--- config.mk ---
export PLATFORM = sky130hd
export DESIGN_NAME = cva6_rvfi_retire_tracker_flat
export DESIGN_NICKNAME = d
export VERILOG_FILES = /design/src/rtl/cva6_rvfi_retire_tracker_if.sv /design/src/rtl/cva6_rvfi_retire_tracker.sv /design/src/flat_wrapper.sv
export SDC_FILE = /design/constraint.sdc
export NUM_CORES = 2
export LEC_CHECK = 0
export BUFFER_PORTS_ARGS = -buffer_cell sky130_fd_sc_hd__buf_4
export CORE_AREA = 2 2 633 635
export DETAILED_ROUTE_END_ITERATION = 7
export DIE_AREA = 0 0 635 637
export GPL_TIMING_DRIVEN = 1
export REMOVE_ABC_BUFFERS = 1
export SETUP_SLACK_MARGIN = 0.3
export SYNTH_ARGS = -nofsm -noshare
export SYNTH_HDL_FRONTEND = slang
export SYNTH_SLANG_ARGS = --single-unit
--- constraint.sdc ---
create_clock -name clk_i -period 38 [get_ports clk_i]
set_input_delay 7.6 -clock clk_i [delete_from_list [all_inputs] [get_ports clk_i]]
set_output_delay 7.6 -clock clk_i [all_outputs]
set_load 0.05 [all_outputs]
--- src/rtl/cva6_rvfi_retire_tracker_if.sv ---
// Probe-in / RVFI-out bundle for cva6_rvfi_retire_tracker.
// The tracker takes the slave modport; whoever drives the core probes takes master.
interface cva6_rvfi_retire_tracker_if #(
    parameter int unsigned NR_ISSUE_PORTS  = 1,
    parameter int unsigned NR_COMMIT_PORTS = 2,
    parameter int unsigned TRANS_ID_BITS   = 3,
    parameter int unsigned XLEN            = 64,
    parameter int unsigned VLEN            = 64,
    parameter int unsigned PLEN            = 56
) ();
    logic                                             flush_i;
    logic [NR_ISSUE_PORTS-1:0]                        decoded_instr_valid_i;
    logic [NR_ISSUE_PORTS-1:0]                        decoded_instr_ack_i;
    logic [NR_ISSUE_PORTS-1:0][TRANS_ID_BITS-1:0]     issue_pointer_i;
    logic [NR_ISSUE_PORTS-1:0][31:0]                  instruction_i;
    logic [NR_ISSUE_PORTS-1:0]                        is_compressed_i;
    logic [NR_ISSUE_PORTS-1:0][VLEN-1:0]              rs1_forwarding_i;
    logic [NR_ISSUE_PORTS-1:0][VLEN-1:0]              rs2_forwarding_i;
    logic                                             lsu_valid_i;
    logic [TRANS_ID_BITS-1:0]                         lsu_trans_id_i;
    logic [VLEN-1:0]                                  lsu_vaddr_i;
    logic [PLEN-1:0]                                  lsu_paddr_i;
    logic [XLEN/8-1:0]                                lsu_be_i;
    logic                                             lsu_is_store_i;
    logic [NR_COMMIT_PORTS-1:0][TRANS_ID_BITS-1:0]    commit_pointer_i;
    logic [NR_COMMIT_PORTS-1:0]                       commit_instr_valid_i;
    logic [NR_COMMIT_PORTS-1:0]                       commit_ack_i;
    logic [NR_COMMIT_PORTS-1:0]                       commit_drop_i;
    logic [NR_COMMIT_PORTS-1:0][VLEN-1:0]             commit_pc_i;
    logic [NR_COMMIT_PORTS-1:0][4:0]                  commit_rs1_i;
    logic [NR_COMMIT_PORTS-1:0][4:0]                  commit_rs2_i;
    logic [NR_COMMIT_PORTS-1:0][4:0]                  commit_rd_i;
    logic [NR_COMMIT_PORTS-1:0][XLEN-1:0]             wdata_i;
    logic                                             ex_commit_valid_i;
    logic [XLEN-1:0]                                  ex_commit_cause_i;
    logic [1:0]                                       priv_lvl_i;

    logic [NR_COMMIT_PORTS-1:0]                       rvfi_valid_o;
    logic [NR_COMMIT_PORTS-1:0][63:0]                 rvfi_order_o;
    logic [NR_COMMIT_PORTS-1:0][31:0]                 rvfi_insn_o;
    logic [NR_COMMIT_PORTS-1:0][VLEN-1:0]             rvfi_pc_o;
    logic [NR_COMMIT_PORTS-1:0][4:0]                  rvfi_rs1_addr_o;
    logic [NR_COMMIT_PORTS-1:0][4:0]                  rvfi_rs2_addr_o;
    logic [NR_COMMIT_PORTS-1:0][4:0]                  rvfi_rd_addr_o;
    logic [NR_COMMIT_PORTS-1:0][XLEN-1:0]             rvfi_rs1_rdata_o;
    logic [NR_COMMIT_PORTS-1:0][XLEN-1:0]             rvfi_rs2_rdata_o;
    logic [NR_COMMIT_PORTS-1:0][XLEN-1:0]             rvfi_rd_wdata_o;
    logic [NR_COMMIT_PORTS-1:0]                       rvfi_trap_o;
    logic [XLEN-1:0]                                  rvfi_cause_o;
    logic [1:0]                                       rvfi_mode_o;
    logic [NR_COMMIT_PORTS-1:0][PLEN-1:0]             rvfi_mem_addr_o;
    logic [NR_COMMIT_PORTS-1:0][XLEN/8-1:0]           rvfi_mem_rmask_o;
    logic [NR_COMMIT_PORTS-1:0][XLEN/8-1:0]           rvfi_mem_wmask_o;
    logic                                             miss_o;

    modport slave (
        input  flush_i, decoded_instr_valid_i, decoded_instr_ack_i, issue_pointer_i,
               instruction_i, is_compressed_i, rs1_forwarding_i, rs2_forwarding_i,
               lsu_valid_i, lsu_trans_id_i, lsu_vaddr_i, lsu_paddr_i, lsu_be_i, lsu_is_store_i,
               commit_pointer_i, commit_instr_valid_i, commit_ack_i, commit_drop_i, commit_pc_i,
               commit_rs1_i, commit_rs2_i, commit_rd_i, wdata_i,
               ex_commit_valid_i, ex_commit_cause_i, priv_lvl_i,
        output rvfi_valid_o, rvfi_order_o, rvfi_insn_o, rvfi_pc_o,
               rvfi_rs1_addr_o, rvfi_rs2_addr_o, rvfi_rd_addr_o,
               rvfi_rs1_rdata_o, rvfi_rs2_rdata_o, rvfi_rd_wdata_o,
               rvfi_trap_o, rvfi_cause_o, rvfi_mode_o,
               rvfi_mem_addr_o, rvfi_mem_rmask_o, rvfi_mem_wmask_o, miss_o
    );

    modport master (
        output flush_i, decoded_instr_valid_i, decoded_instr_ack_i, issue_pointer_i,
               instruction_i, is_compressed_i, rs1_forwarding_i, rs2_forwarding_i,
               lsu_valid_i, lsu_trans_id_i, lsu_vaddr_i, lsu_paddr_i, lsu_be_i, lsu_is_store_i,
               commit_pointer_i, commit_instr_valid_i, commit_ack_i, commit_drop_i, commit_pc_i,
               commit_rs1_i, commit_rs2_i, commit_rd_i, wdata_i,
               ex_commit_valid_i, ex_commit_cause_i, priv_lvl_i,
        input  rvfi_valid_o, rvfi_order_o, rvfi_insn_o, rvfi_pc_o,
               rvfi_rs1_addr_o, rvfi_rs2_addr_o, rvfi_rd_addr_o,
               rvfi_rs1_rdata_o, rvfi_rs2_rdata_o, rvfi_rd_wdata_o,
               rvfi_trap_o, rvfi_cause_o, rvfi_mode_o,
               rvfi_mem_addr_o, rvfi_mem_rmask_o, rvfi_mem_wmask_o, miss_o
    );
endinterface

--- src/rtl/cva6_rvfi_retire_tracker.sv ---
// Rebuilds one RVFI record per commit port by joining issue-time data (by trans ID) to commit data.
// CVA6_RVFI_MEM_EN builds the LSU mem table; without it the memory fields read 0.
module cva6_rvfi_retire_tracker #(
    parameter int unsigned NR_ISSUE_PORTS  = 1,
    parameter int unsigned NR_COMMIT_PORTS = 2,
    parameter int unsigned TRANS_ID_BITS   = 3,
    parameter int unsigned XLEN            = 64,
    parameter int unsigned VLEN            = 64,
    parameter int unsigned PLEN            = 56
) (
    input logic                     clk_i,
    input logic                     rst_i,
    cva6_rvfi_retire_tracker_if.slave bus
);
    localparam int unsigned DEPTH = 2 ** TRANS_ID_BITS;

    typedef struct packed {
        logic [31:0]     insn;
        logic            compressed;
        logic [VLEN-1:0] rs1;
        logic [VLEN-1:0] rs2;
    } issue_entry_t;

    issue_entry_t               issue_q [DEPTH];
    logic [DEPTH-1:0]           issue_vld_q;

    logic [NR_COMMIT_PORTS-1:0]       retire, release_slot, hit;
    logic [NR_COMMIT_PORTS-1:0][63:0] order_d;
    logic [63:0]                      order_q, order_nxt;

    // An exception on port 0 retires it regardless of ack/drop.
    always_comb begin
        retire       = '0;
        release_slot = '0;
        hit          = '0;
        order_d      = '0;
        order_nxt    = order_q;
        for (int c = 0; c < NR_COMMIT_PORTS; c++) begin
            release_slot[c] = bus.commit_instr_valid_i[c] &
                              (bus.commit_ack_i[c] | (c == 0 && bus.ex_commit_valid_i));
            retire[c]       = bus.commit_instr_valid_i[c] &
                              ((bus.commit_ack_i[c] & ~bus.commit_drop_i[c]) |
                               (c == 0 && bus.ex_commit_valid_i));
            hit[c]          = issue_vld_q[bus.commit_pointer_i[c]];
            order_d[c]      = order_nxt;
            order_nxt       = order_nxt + 64'(retire[c]);
        end
    end

    // Later assignments win: commit clear, then flush, then a fresh issue write.
    always_ff @(posedge clk_i) begin
        if (rst_i) begin
            issue_vld_q <= '0;
        end else begin
            for (int c = 0; c < NR_COMMIT_PORTS; c++)
                if (release_slot[c]) issue_vld_q[bus.commit_pointer_i[c]] <= 1'b0;
            if (bus.flush_i) issue_vld_q <= '0;
            for (int p = 0; p < NR_ISSUE_PORTS; p++) begin
                if (bus.decoded_instr_valid_i[p] && bus.decoded_instr_ack_i[p] && !bus.flush_i) begin
                    issue_vld_q[bus.issue_pointer_i[p]] <= 1'b1;
                    issue_q[bus.issue_pointer_i[p]]     <= '{insn:       bus.instruction_i[p],
                                                             compressed: bus.is_compressed_i[p],
                                                             rs1:        bus.rs1_forwarding_i[p],
                                                             rs2:        bus.rs2_forwarding_i[p]};
                end
            end
        end
    end

`ifdef CVA6_RVFI_MEM_EN
    typedef struct packed {
        logic [PLEN-1:0]   paddr;
        logic [XLEN/8-1:0] be;
        logic              is_store;
    } mem_entry_t;

    mem_entry_t       mem_q [DEPTH];
    logic [DEPTH-1:0] mem_vld_q;

    always_ff @(posedge clk_i) begin
        if (rst_i) begin
            mem_vld_q <= '0;
        end else begin
            for (int c = 0; c < NR_COMMIT_PORTS; c++)
                if (release_slot[c]) mem_vld_q[bus.commit_pointer_i[c]] <= 1'b0;
            if (bus.lsu_valid_i) begin
                mem_q[bus.lsu_trans_id_i] <= '{paddr: bus.lsu_paddr_i, be: bus.lsu_be_i,
                                               is_store: bus.lsu_is_store_i};
                mem_vld_q[bus.lsu_trans_id_i] <= 1'b1;
            end
            if (bus.flush_i) mem_vld_q <= '0;
        end
    end
`endif

    always_ff @(posedge clk_i) begin
        if (rst_i) begin
            order_q              <= '0;
            bus.miss_o           <= 1'b0;
            bus.rvfi_valid_o     <= '0;
            bus.rvfi_order_o     <= '0;
            bus.rvfi_insn_o      <= '0;
            bus.rvfi_pc_o        <= '0;
            bus.rvfi_rs1_addr_o  <= '0;
            bus.rvfi_rs2_addr_o  <= '0;
            bus.rvfi_rd_addr_o   <= '0;
            bus.rvfi_rs1_rdata_o <= '0;
            bus.rvfi_rs2_rdata_o <= '0;
            bus.rvfi_rd_wdata_o  <= '0;
            bus.rvfi_trap_o      <= '0;
            bus.rvfi_cause_o     <= '0;
            bus.rvfi_mode_o      <= '0;
            bus.rvfi_mem_addr_o  <= '0;
            bus.rvfi_mem_rmask_o <= '0;
            bus.rvfi_mem_wmask_o <= '0;
        end else begin
            order_q          <= order_nxt;
            bus.miss_o       <= bus.miss_o | (|(retire & ~hit));
            bus.rvfi_valid_o <= retire;
            bus.rvfi_trap_o  <= NR_COMMIT_PORTS'(bus.ex_commit_valid_i);
            bus.rvfi_cause_o <= bus.ex_commit_valid_i ? bus.ex_commit_cause_i : '0;
            bus.rvfi_mode_o  <= bus.priv_lvl_i;
            for (int c = 0; c < NR_COMMIT_PORTS; c++) begin
                bus.rvfi_order_o[c]     <= order_d[c];
                bus.rvfi_pc_o[c]        <= bus.commit_pc_i[c];
                bus.rvfi_rs1_addr_o[c]  <= bus.commit_rs1_i[c];
                bus.rvfi_rs2_addr_o[c]  <= bus.commit_rs2_i[c];
                bus.rvfi_rd_addr_o[c]   <= bus.commit_rd_i[c];
                bus.rvfi_rd_wdata_o[c]  <= (bus.commit_rd_i[c] == 5'd0) ? '0 : bus.wdata_i[c];
                bus.rvfi_insn_o[c]      <= hit[c] ? issue_q[bus.commit_pointer_i[c]].insn : '0;
                bus.rvfi_rs1_rdata_o[c] <= hit[c] ? issue_q[bus.commit_pointer_i[c]].rs1  : '0;
                bus.rvfi_rs2_rdata_o[c] <= hit[c] ? issue_q[bus.commit_pointer_i[c]].rs2  : '0;
`ifdef CVA6_RVFI_MEM_EN
                if (mem_vld_q[bus.commit_pointer_i[c]]) begin
                    bus.rvfi_mem_addr_o[c]  <= mem_q[bus.commit_pointer_i[c]].paddr;
                    bus.rvfi_mem_rmask_o[c] <= mem_q[bus.commit_pointer_i[c]].is_store ?
                                               '0 : mem_q[bus.commit_pointer_i[c]].be;
                    bus.rvfi_mem_wmask_o[c] <= mem_q[bus.commit_pointer_i[c]].is_store ?
                                               mem_q[bus.commit_pointer_i[c]].be : '0;
                end else begin
                    bus.rvfi_mem_addr_o[c]  <= '0;
                    bus.rvfi_mem_rmask_o[c] <= '0;
                    bus.rvfi_mem_wmask_o[c] <= '0;
                end
`else
                bus.rvfi_mem_addr_o[c]  <= '0;
                bus.rvfi_mem_rmask_o[c] <= '0;
                bus.rvfi_mem_wmask_o[c] <= '0;
`endif
            end
        end
    end
endmodule

--- src/flat_wrapper.sv ---
// flat-port wrapper written by rule: the top's interface ports become plain ports
module cva6_rvfi_retire_tracker_flat 
#(
    parameter int unsigned NR_ISSUE_PORTS  = 1,
    parameter int unsigned NR_COMMIT_PORTS = 2,
    parameter int unsigned TRANS_ID_BITS   = 3,
    parameter int unsigned XLEN            = 64,
    parameter int unsigned VLEN            = 64,
    parameter int unsigned PLEN            = 56
)
  (clk_i, rst_i, bus_flush_i, bus_decoded_instr_valid_i, bus_decoded_instr_ack_i, bus_issue_pointer_i, bus_instruction_i, bus_is_compressed_i, bus_rs1_forwarding_i, bus_rs2_forwarding_i, bus_lsu_valid_i, bus_lsu_trans_id_i, bus_lsu_vaddr_i, bus_lsu_paddr_i, bus_lsu_be_i, bus_lsu_is_store_i, bus_commit_pointer_i, bus_commit_instr_valid_i, bus_commit_ack_i, bus_commit_drop_i, bus_commit_pc_i, bus_commit_rs1_i, bus_commit_rs2_i, bus_commit_rd_i, bus_wdata_i, bus_ex_commit_valid_i, bus_ex_commit_cause_i, bus_priv_lvl_i, bus_rvfi_valid_o, bus_rvfi_order_o, bus_rvfi_insn_o, bus_rvfi_pc_o, bus_rvfi_rs1_addr_o, bus_rvfi_rs2_addr_o, bus_rvfi_rd_addr_o, bus_rvfi_rs1_rdata_o, bus_rvfi_rs2_rdata_o, bus_rvfi_rd_wdata_o, bus_rvfi_trap_o, bus_rvfi_cause_o, bus_rvfi_mode_o, bus_rvfi_mem_addr_o, bus_rvfi_mem_rmask_o, bus_rvfi_mem_wmask_o, bus_miss_o);
  cva6_rvfi_retire_tracker_if #(.NR_ISSUE_PORTS(NR_ISSUE_PORTS), .NR_COMMIT_PORTS(NR_COMMIT_PORTS), .TRANS_ID_BITS(TRANS_ID_BITS), .XLEN(XLEN), .VLEN(VLEN), .PLEN(PLEN)) bus_i ();
  input logic clk_i;
  input logic rst_i;
  input wire logic [$bits(bus_i.flush_i)-1:0] bus_flush_i;
  input wire logic [$bits(bus_i.decoded_instr_valid_i)-1:0] bus_decoded_instr_valid_i;
  input wire logic [$bits(bus_i.decoded_instr_ack_i)-1:0] bus_decoded_instr_ack_i;
  input wire logic [$bits(bus_i.issue_pointer_i)-1:0] bus_issue_pointer_i;
  input wire logic [$bits(bus_i.instruction_i)-1:0] bus_instruction_i;
  input wire logic [$bits(bus_i.is_compressed_i)-1:0] bus_is_compressed_i;
  input wire logic [$bits(bus_i.rs1_forwarding_i)-1:0] bus_rs1_forwarding_i;
  input wire logic [$bits(bus_i.rs2_forwarding_i)-1:0] bus_rs2_forwarding_i;
  input wire logic [$bits(bus_i.lsu_valid_i)-1:0] bus_lsu_valid_i;
  input wire logic [$bits(bus_i.lsu_trans_id_i)-1:0] bus_lsu_trans_id_i;
  input wire logic [$bits(bus_i.lsu_vaddr_i)-1:0] bus_lsu_vaddr_i;
  input wire logic [$bits(bus_i.lsu_paddr_i)-1:0] bus_lsu_paddr_i;
  input wire logic [$bits(bus_i.lsu_be_i)-1:0] bus_lsu_be_i;
  input wire logic [$bits(bus_i.lsu_is_store_i)-1:0] bus_lsu_is_store_i;
  input wire logic [$bits(bus_i.commit_pointer_i)-1:0] bus_commit_pointer_i;
  input wire logic [$bits(bus_i.commit_instr_valid_i)-1:0] bus_commit_instr_valid_i;
  input wire logic [$bits(bus_i.commit_ack_i)-1:0] bus_commit_ack_i;
  input wire logic [$bits(bus_i.commit_drop_i)-1:0] bus_commit_drop_i;
  input wire logic [$bits(bus_i.commit_pc_i)-1:0] bus_commit_pc_i;
  input wire logic [$bits(bus_i.commit_rs1_i)-1:0] bus_commit_rs1_i;
  input wire logic [$bits(bus_i.commit_rs2_i)-1:0] bus_commit_rs2_i;
  input wire logic [$bits(bus_i.commit_rd_i)-1:0] bus_commit_rd_i;
  input wire logic [$bits(bus_i.wdata_i)-1:0] bus_wdata_i;
  input wire logic [$bits(bus_i.ex_commit_valid_i)-1:0] bus_ex_commit_valid_i;
  input wire logic [$bits(bus_i.ex_commit_cause_i)-1:0] bus_ex_commit_cause_i;
  input wire logic [$bits(bus_i.priv_lvl_i)-1:0] bus_priv_lvl_i;
  output wire logic [$bits(bus_i.rvfi_valid_o)-1:0] bus_rvfi_valid_o;
  output wire logic [$bits(bus_i.rvfi_order_o)-1:0] bus_rvfi_order_o;
  output wire logic [$bits(bus_i.rvfi_insn_o)-1:0] bus_rvfi_insn_o;
  output wire logic [$bits(bus_i.rvfi_pc_o)-1:0] bus_rvfi_pc_o;
  output wire logic [$bits(bus_i.rvfi_rs1_addr_o)-1:0] bus_rvfi_rs1_addr_o;
  output wire logic [$bits(bus_i.rvfi_rs2_addr_o)-1:0] bus_rvfi_rs2_addr_o;
  output wire logic [$bits(bus_i.rvfi_rd_addr_o)-1:0] bus_rvfi_rd_addr_o;
  output wire logic [$bits(bus_i.rvfi_rs1_rdata_o)-1:0] bus_rvfi_rs1_rdata_o;
  output wire logic [$bits(bus_i.rvfi_rs2_rdata_o)-1:0] bus_rvfi_rs2_rdata_o;
  output wire logic [$bits(bus_i.rvfi_rd_wdata_o)-1:0] bus_rvfi_rd_wdata_o;
  output wire logic [$bits(bus_i.rvfi_trap_o)-1:0] bus_rvfi_trap_o;
  output wire logic [$bits(bus_i.rvfi_cause_o)-1:0] bus_rvfi_cause_o;
  output wire logic [$bits(bus_i.rvfi_mode_o)-1:0] bus_rvfi_mode_o;
  output wire logic [$bits(bus_i.rvfi_mem_addr_o)-1:0] bus_rvfi_mem_addr_o;
  output wire logic [$bits(bus_i.rvfi_mem_rmask_o)-1:0] bus_rvfi_mem_rmask_o;
  output wire logic [$bits(bus_i.rvfi_mem_wmask_o)-1:0] bus_rvfi_mem_wmask_o;
  output wire logic [$bits(bus_i.miss_o)-1:0] bus_miss_o;
  assign bus_i.flush_i = bus_flush_i;
  assign bus_i.decoded_instr_valid_i = bus_decoded_instr_valid_i;
  assign bus_i.decoded_instr_ack_i = bus_decoded_instr_ack_i;
  assign bus_i.issue_pointer_i = bus_issue_pointer_i;
  assign bus_i.instruction_i = bus_instruction_i;
  assign bus_i.is_compressed_i = bus_is_compressed_i;
  assign bus_i.rs1_forwarding_i = bus_rs1_forwarding_i;
  assign bus_i.rs2_forwarding_i = bus_rs2_forwarding_i;
  assign bus_i.lsu_valid_i = bus_lsu_valid_i;
  assign bus_i.lsu_trans_id_i = bus_lsu_trans_id_i;
  assign bus_i.lsu_vaddr_i = bus_lsu_vaddr_i;
  assign bus_i.lsu_paddr_i = bus_lsu_paddr_i;
  assign bus_i.lsu_be_i = bus_lsu_be_i;
  assign bus_i.lsu_is_store_i = bus_lsu_is_store_i;
  assign bus_i.commit_pointer_i = bus_commit_pointer_i;
  assign bus_i.commit_instr_valid_i = bus_commit_instr_valid_i;
  assign bus_i.commit_ack_i = bus_commit_ack_i;
  assign bus_i.commit_drop_i = bus_commit_drop_i;
  assign bus_i.commit_pc_i = bus_commit_pc_i;
  assign bus_i.commit_rs1_i = bus_commit_rs1_i;
  assign bus_i.commit_rs2_i = bus_commit_rs2_i;
  assign bus_i.commit_rd_i = bus_commit_rd_i;
  assign bus_i.wdata_i = bus_wdata_i;
  assign bus_i.ex_commit_valid_i = bus_ex_commit_valid_i;
  assign bus_i.ex_commit_cause_i = bus_ex_commit_cause_i;
  assign bus_i.priv_lvl_i = bus_priv_lvl_i;
  assign bus_rvfi_valid_o = bus_i.rvfi_valid_o;
  assign bus_rvfi_order_o = bus_i.rvfi_order_o;
  assign bus_rvfi_insn_o = bus_i.rvfi_insn_o;
  assign bus_rvfi_pc_o = bus_i.rvfi_pc_o;
  assign bus_rvfi_rs1_addr_o = bus_i.rvfi_rs1_addr_o;
  assign bus_rvfi_rs2_addr_o = bus_i.rvfi_rs2_addr_o;
  assign bus_rvfi_rd_addr_o = bus_i.rvfi_rd_addr_o;
  assign bus_rvfi_rs1_rdata_o = bus_i.rvfi_rs1_rdata_o;
  assign bus_rvfi_rs2_rdata_o = bus_i.rvfi_rs2_rdata_o;
  assign bus_rvfi_rd_wdata_o = bus_i.rvfi_rd_wdata_o;
  assign bus_rvfi_trap_o = bus_i.rvfi_trap_o;
  assign bus_rvfi_cause_o = bus_i.rvfi_cause_o;
  assign bus_rvfi_mode_o = bus_i.rvfi_mode_o;
  assign bus_rvfi_mem_addr_o = bus_i.rvfi_mem_addr_o;
  assign bus_rvfi_mem_rmask_o = bus_i.rvfi_mem_rmask_o;
  assign bus_rvfi_mem_wmask_o = bus_i.rvfi_mem_wmask_o;
  assign bus_miss_o = bus_i.miss_o;
  cva6_rvfi_retire_tracker #(.NR_ISSUE_PORTS(NR_ISSUE_PORTS), .NR_COMMIT_PORTS(NR_COMMIT_PORTS), .TRANS_ID_BITS(TRANS_ID_BITS), .XLEN(XLEN), .VLEN(VLEN), .PLEN(PLEN)) u_core (.clk_i(clk_i), .rst_i(rst_i), .bus(bus_i));
endmodule
After elaboration in Yosys (flattened, before gate mapping)
Memories as Yosys holds them, arrays and structs flattened. A register that Yosys moved wholly into a read port is not among the register bits.
Index checks and enable logic that the tools add are counted.
{"block": "word_totals", "latch_bits": 0, "in_bits": 667, "output_inout_bits": 949, "ram_bits": 1288, "romBits": 0, "register_bits": 557, "memories": 1, "word_cells": 83}
{"memory": "u_core.issue_q", "depth": 8, "word_bits": 161, "read_ports": 2, "rd_ports_with_merged_regs": 2, "wr": 1, "line": "cva6_rvfi_retire_tracker.sv:24", "source": "issue_entry_t issue_q [DEPTH];"}
{"block": "classes", "shifts": 0, "multipliers": 0, "eq_ne": 0, "n_reduce_logical": 14, "bitwise_logic": 21, "order_cmp": 6, "div_mod_pow": 0, "n_mux": 19, "addsub": 2}
{"operator": "$add A64 B1 Y64", "n": 2}
{"operator": "$mux W8", "n": 6}
{"operator": "$and A8 B8 Y8", "n": 2}
{"operator": "$not A8 Y8", "n": 2}
{"operator": "$lt A3 B4 Y1 const B", "n": 3}
{"operator": "$reduce_or A2 Y1", "n": 6}
{"operator": "$logic_not A5 Y1", "n": 2}
{"operator": "$demux W1 S3", "n": 3}
{"operator": "$ge A3 B1 Y1 const B", "n": 3}
{"operator": "$mux W1", "n": 8}
{"operator": "$or A8 B8 Y8", "n": 1}
{"operator": "$and A1 B1 Y1", "n": 6}
{"operator": "$bmux W1 S3", "n": 2}
{"operator": "$logic_and A1 B1 Y1", "n": 5}
{"operator": "$not A1 Y1", "n": 5}
{"operator": "$or A1 B1 Y1", "n": 3}
{"operator": "$and A2 B2 Y2", "n": 1}
{"operator": "$not A2 Y2", "n": 1}
{"operator": "$logic_not A1 Y1", "n": 1}

Logic depth before layout (Yosys ltp)
{"block": "logic_depth", "depth_word": 14, "ltp_mapped": 16, "depth_no_buf": 13}

Worst setup path after synthesis
OpenSTA, ideal clock, no wires.
{"block": "synth_timing", "path_kind": "input-to-reg", "start": "in rst_i", "end": "mem u_core.issue_q[0][0] (netlist name) (enable)", "path_buffers": 1, "path_slack_ps": 17874, "required_time_ps": 37120, "cell_stages": 4, "setup_ps": 880, "arrival_ps": 19246, "path_cell_list": "clkbuf_1 -> nor2_1 -> nand4b_1 -> nor3_1"}
{"block": "synth_via", "elab_chain_cells": 2}
{"element": "from (decl)", "line": "flat_wrapper.sv:14", "source": "input logic rst_i;"}
{"element": "$mux W1", "line": "cva6_rvfi_retire_tracker.sv:52", "source": "if (rst_i) begin"}
{"element": "$mux W1 (implied by the code)", "line": "cva6_rvfi_retire_tracker.sv:61", "source": "issue_q[bus.issue_pointer_i[p]] <= '{insn: bus.instruction_i[p],"}
{"element": "to (decl)", "line": "cva6_rvfi_retire_tracker.sv:24"}
No other way between the ends.

Final worst setup path
{"block": "layout_timing", "start": "in bus_ex_commit_valid_i", "end": "reg u_core.order_q[54]"}
{"block": "layout_via", "elab_chain_cells": 4}
{"element": "from (decl)", "line": "flat_wrapper.sv:38", "source": "input wire logic [$bits(bus_i.ex_commit_valid_i)-1:0] bus_ex_commit_valid_i;"}
{"element": "$or A1 B1 Y1", "line": "cva6_rvfi_retire_tracker.sv:42", "source": "((bus.commit_ack_i[c] & ~bus.commit_drop_i[c]) |"}
{"element": "$and A1 B1 Y1", "line": "cva6_rvfi_retire_tracker.sv:41", "source": "retire[c] = bus.commit_instr_valid_i[c] &"}
{"element": "named net u_core.retire[0]", "line": "cva6_rvfi_retire_tracker.sv:27", "source": "logic [NR_COMMIT_PORTS-1:0] retire, release_slot, hit;"}
{"element": "$add A64 B1 Y64 (2 in a row)", "line": "cva6_rvfi_retire_tracker.sv:46", "source": "order_nxt = order_nxt + 64'(retire[c]);"}
{"element": "to (signal assigned)", "line": "cva6_rvfi_retire_tracker.sv:117", "source": "order_q <= order_nxt;"}
{"element": "to (decl)", "line": "cva6_rvfi_retire_tracker.sv:29", "source": "logic [63:0] order_q, order_nxt;"}
The timed path passes the listed nets, and every way through them passes these cells.
A chain may end at the register's enable or synchronous reset.

==> results.toml <==
[grt]
busiest_layer = "met2"
use_met3 = 0.0412
grt_util_met2 = 0.298
grt-ovfl-total = 0
grt_pass1_vias = 53598
grt_util_all_layers = 0.173
grt_pass1_wl_microns = 484000
met1_usage = 0.188
grt_antenna_before_repair = 115
grt_max_degree = 126

[die]
die_area_sq_mm = 0.404
boundaryPins = 1616
start_util = 0.203
dieHeight_microns = 637
core-area_sq_mm = 0.398
fp-row-count = 232
die_w_microns = 635

[synthesis]
synth_area_sq_mm = 0.0807
synth-warning-count = 0
yosysSeqAreaShare = 0.693
ys_seq_elements = 2156
synth_flop_cell = "edfxtp_1"
syn_area_per_cell_sq_um = 15.7
syn_inst = 5142
async_flop_share = 0
ys_types = 73
synth-edff-count = 1280

[routing]
dr.pass1.iters = 6
routedWlPerCell_microns = 29.7
vias = 54267
drcViolationCount = 0
ant_nets = 0
wirelength_microns = 369000
vias_per_cell = 4.37
drtIter0Drc = 5528

[finish]
final_layout_size_suffix_gt1_frac = 0.332
area_delta_synth_final_pct = 31.3
fillers = 40642
final_nets = 7146
final_util = 0.266
fin_area_sq_mm = 0.106

[clock_network]
post_cts_resized = 0
cts_setup_buffers = 0
cts_hold_buf = 0
htreeDepth = 4
clkLatencyLatePin_ps = 950
cts_tree = "built"
cts_buffers = 238
clk_path_buf_depth = 4
root_buffer = "clkbuf_16"
clkTransAtPathRegs_ps = 60
cts_sinks = 2156

[min_path]
hp-class = "flop to flop"
worstHoldPathCells = 2
min_to = "u_core.bus.rvfi_rs2_rdata_o[11]"
min_from = "u_core.issue_q[7][11]"

[power]
power_w = 0.00537
ir_drop_v = 0.0000425
clockPowerShare = 0.455
cellPowerDensity_mw_per_mm2 = 50.7
switching_power_w = 0.00130
swShare = 0.243
power.static_leakage_nw = 37.4
p_int_w = 0.00407
power_frac_comb = 0.076
p_seq_frac = 0.469

[placement]
portBuffers = 1336
dp_hpwl_microns = 261000
place_congestion = 1.07
placed_area_sq_mm = 0.0965

[outcome]
violations = "max-capacitance violations, max-slew violations"
status = "finished with violations"

[timing]
hold_viol_final = 0
finalCritPeriodShare = 0.337
finClkSkew_ps = 94.1
setup_viol = 0
fin_crit_ps = 12820
fmax_ghz = 0.0780
rsz0062_at_grt = "false"
relSlewSlack = -0.0870
maxSlewViolCount = 13
tightest_slew_ps = 1630
tns_ps = 0

[worst_setup_path]
crit_path_start_kind = "input port"
r2r_end = "u_core.order_q[54]"
required_ps = 38810
end_kind = "flop"
reg2reg_depth = 11
rrSetupSlack_ps = 32590
critPathKind = "input port to flop"
crit_start = "bus_ex_commit_valid_i"
path_max_fanout = 9
r2r-start = "u_core.order_q[0]"
arrival_ps = 13630

[job]
cap_violations = 1
==> metrics by stage <==
step           worst slack (ps)  hold WS (ps)  std cells
6_report                  25180           470      12430
4_1_cts                   25220           469      11950
3_5_place_dp              24190           479      11500
2_1_floorplan             18040           440       4787
3_3_place_gp              24220           472      11500
5_1_grt                   24930           519      12414
==> sequential cells by signal, summed over array words and instances (netlist names), 64 cells and up <==
register / flops
u_core.issue_q: 1280
u_core.bus.rvfi_order_o: 128
u_core.bus.rvfi_pc_o: 128
u_core.order_q: 64
u_core.bus.rvfi_rs2_rdata_o: 128
u_core.bus.rvfi_cause_o: 64
u_core.bus.rvfi_insn_o: 64
u_core.bus.rvfi_rd_wdata_o: 128
u_core.bus.rvfi_rs1_rdata_o: 128
==> metal layers <==
| layer | share of wire | wire [microns] | vias up |
|---|---|---|---|
| li1 | - | - | 22919 |
| met1 | 0.35 | 129000 | 27773 |
| met2 | 0.50 | 186000 | 2944 |
| met3 | 0.074 | 27500 | 599 |
| met4 | 0.070 | 25700 | 32 |
| met5 | 0.00053 | 195 | - |
==> power groups by stage <==
stage          clock [W]  combinational [W]  sequential, W
3_3_place_gp           0           0.000406        0.00257
2_1_floorplan          0           0.000142        0.00264
3_5_place_dp           0           0.000410        0.00257
5_1_grt          0.00258           0.000426        0.00252
4_1_cts          0.00250           0.000411        0.00252
6_report         0.00244           0.000409        0.00252
==> logic make-up (layout without fill, tap and decap cells) <==
kind of cell / Yosys count / in the layout / share of synthesized area
simple gates: 1012 / 1012 / 0.0692
compound gates: 862 / 862 / 0.0826
other cells: 1 / 625 / 0.0000464
flops: 2156 / 2156 / 0.693
mux: 503 / 503 / 0.113
fa+ha+maj: 4 / 4 / 0.000620
xor+xnor: 97 / 97 / 0.0105
buf+inv: 507 / 1906 / 0.0311
==> cell usage after synthesis (all sizes together), types with 162 or more instances <==
library cell	count	share of area
a221oi	162	0.018
and2	201	0.016
dfxtp	876	0.22
edfxtp	1280	0.48
a22oi	326	0.030
buf	205	0.017
nor2	314	0.015
mux4	322	0.090
clkbuf	294	0.014
nor2b	247	0.019
==> critical path, stage by stage <==
cell and delay (ps):
buf_4 90, o21a_1 430, a21boi_0 470, ha_1 450, ha_1 370, nand4_2 290
nor3_2 790, xnor2_1 320, nor3_1 580, nor4b_1 360, nand4_2 490, nor4_4 780
and3b_1 260, mux2_1 310
==> area by class of cell <==
cell class / count / area (sq um) / share of cell area
diodes: 480 / 1200 / 0.0113
clock buffers: 319 / 6630 / 0.0626
clock inverters: 131 / 1650 / 0.0156
inverters: 8 / 37.5 / 0.000354
multi-input cells: 2623 / 22900 / 0.216
flip-flops and latches: 2156 / 56000 / 0.528
well taps: 5265 / 6590 / 0.0621
repair buffers: 1448 / 11000 / 0.104
==> cell usage in the layout (no fill, tap or decap), types with 12 or more instances in the layout <==
cell / synthesis / final
clkbuf_16: 0 / 240
conb_1: 1 / 145
and2_1: 199 / 199
a31oi_1: 161 / 161
nor3_1: 39 / 35
nand2_1: 44 / 44
buf_4: 154 / 1437
bufinv_16: 0 / 29
nand3_1: 27 / 27
and4_1: 12 / 12
dfxtp_1: 876 / 876
a221oi_1: 162 / 162
clkbuf_1: 294 / 46
clkbuf_8: 0 / 33
nand4_1: 29 / 29
clkinv_1: 0 / 14
clkinv_2: 0 / 46
a22o_1: 161 / 161
nor2b_1: 247 / 247
nor2_1: 313 / 305
mux4_2: 322 / 322
a22oi_1: 326 / 326
mux2_1: 16 / 16
xnor2_1: 54 / 54
diode_2: 0 / 480
xor2_1: 43 / 43
nor4_1: 21 / 21
edfxtp_1: 1280 / 1280
mux2i_1: 161 / 161
==> worst max-delay path by stage <==
stage,to,slack [ps],depth (start not counted)
3_3_place_gp,u_core.order_q[54],24220,14
4_1_cts,u_core.order_q[62],25220,14
6_report,u_core.order_q[54],25180,14
5_1_grt,u_core.order_q[62],24930,14
3_5_place_dp,u_core.order_q[62],24190,14
2_1_floorplan,u_core.issue_q[0][0],18040,3
(Power assumes the default switching activity.)
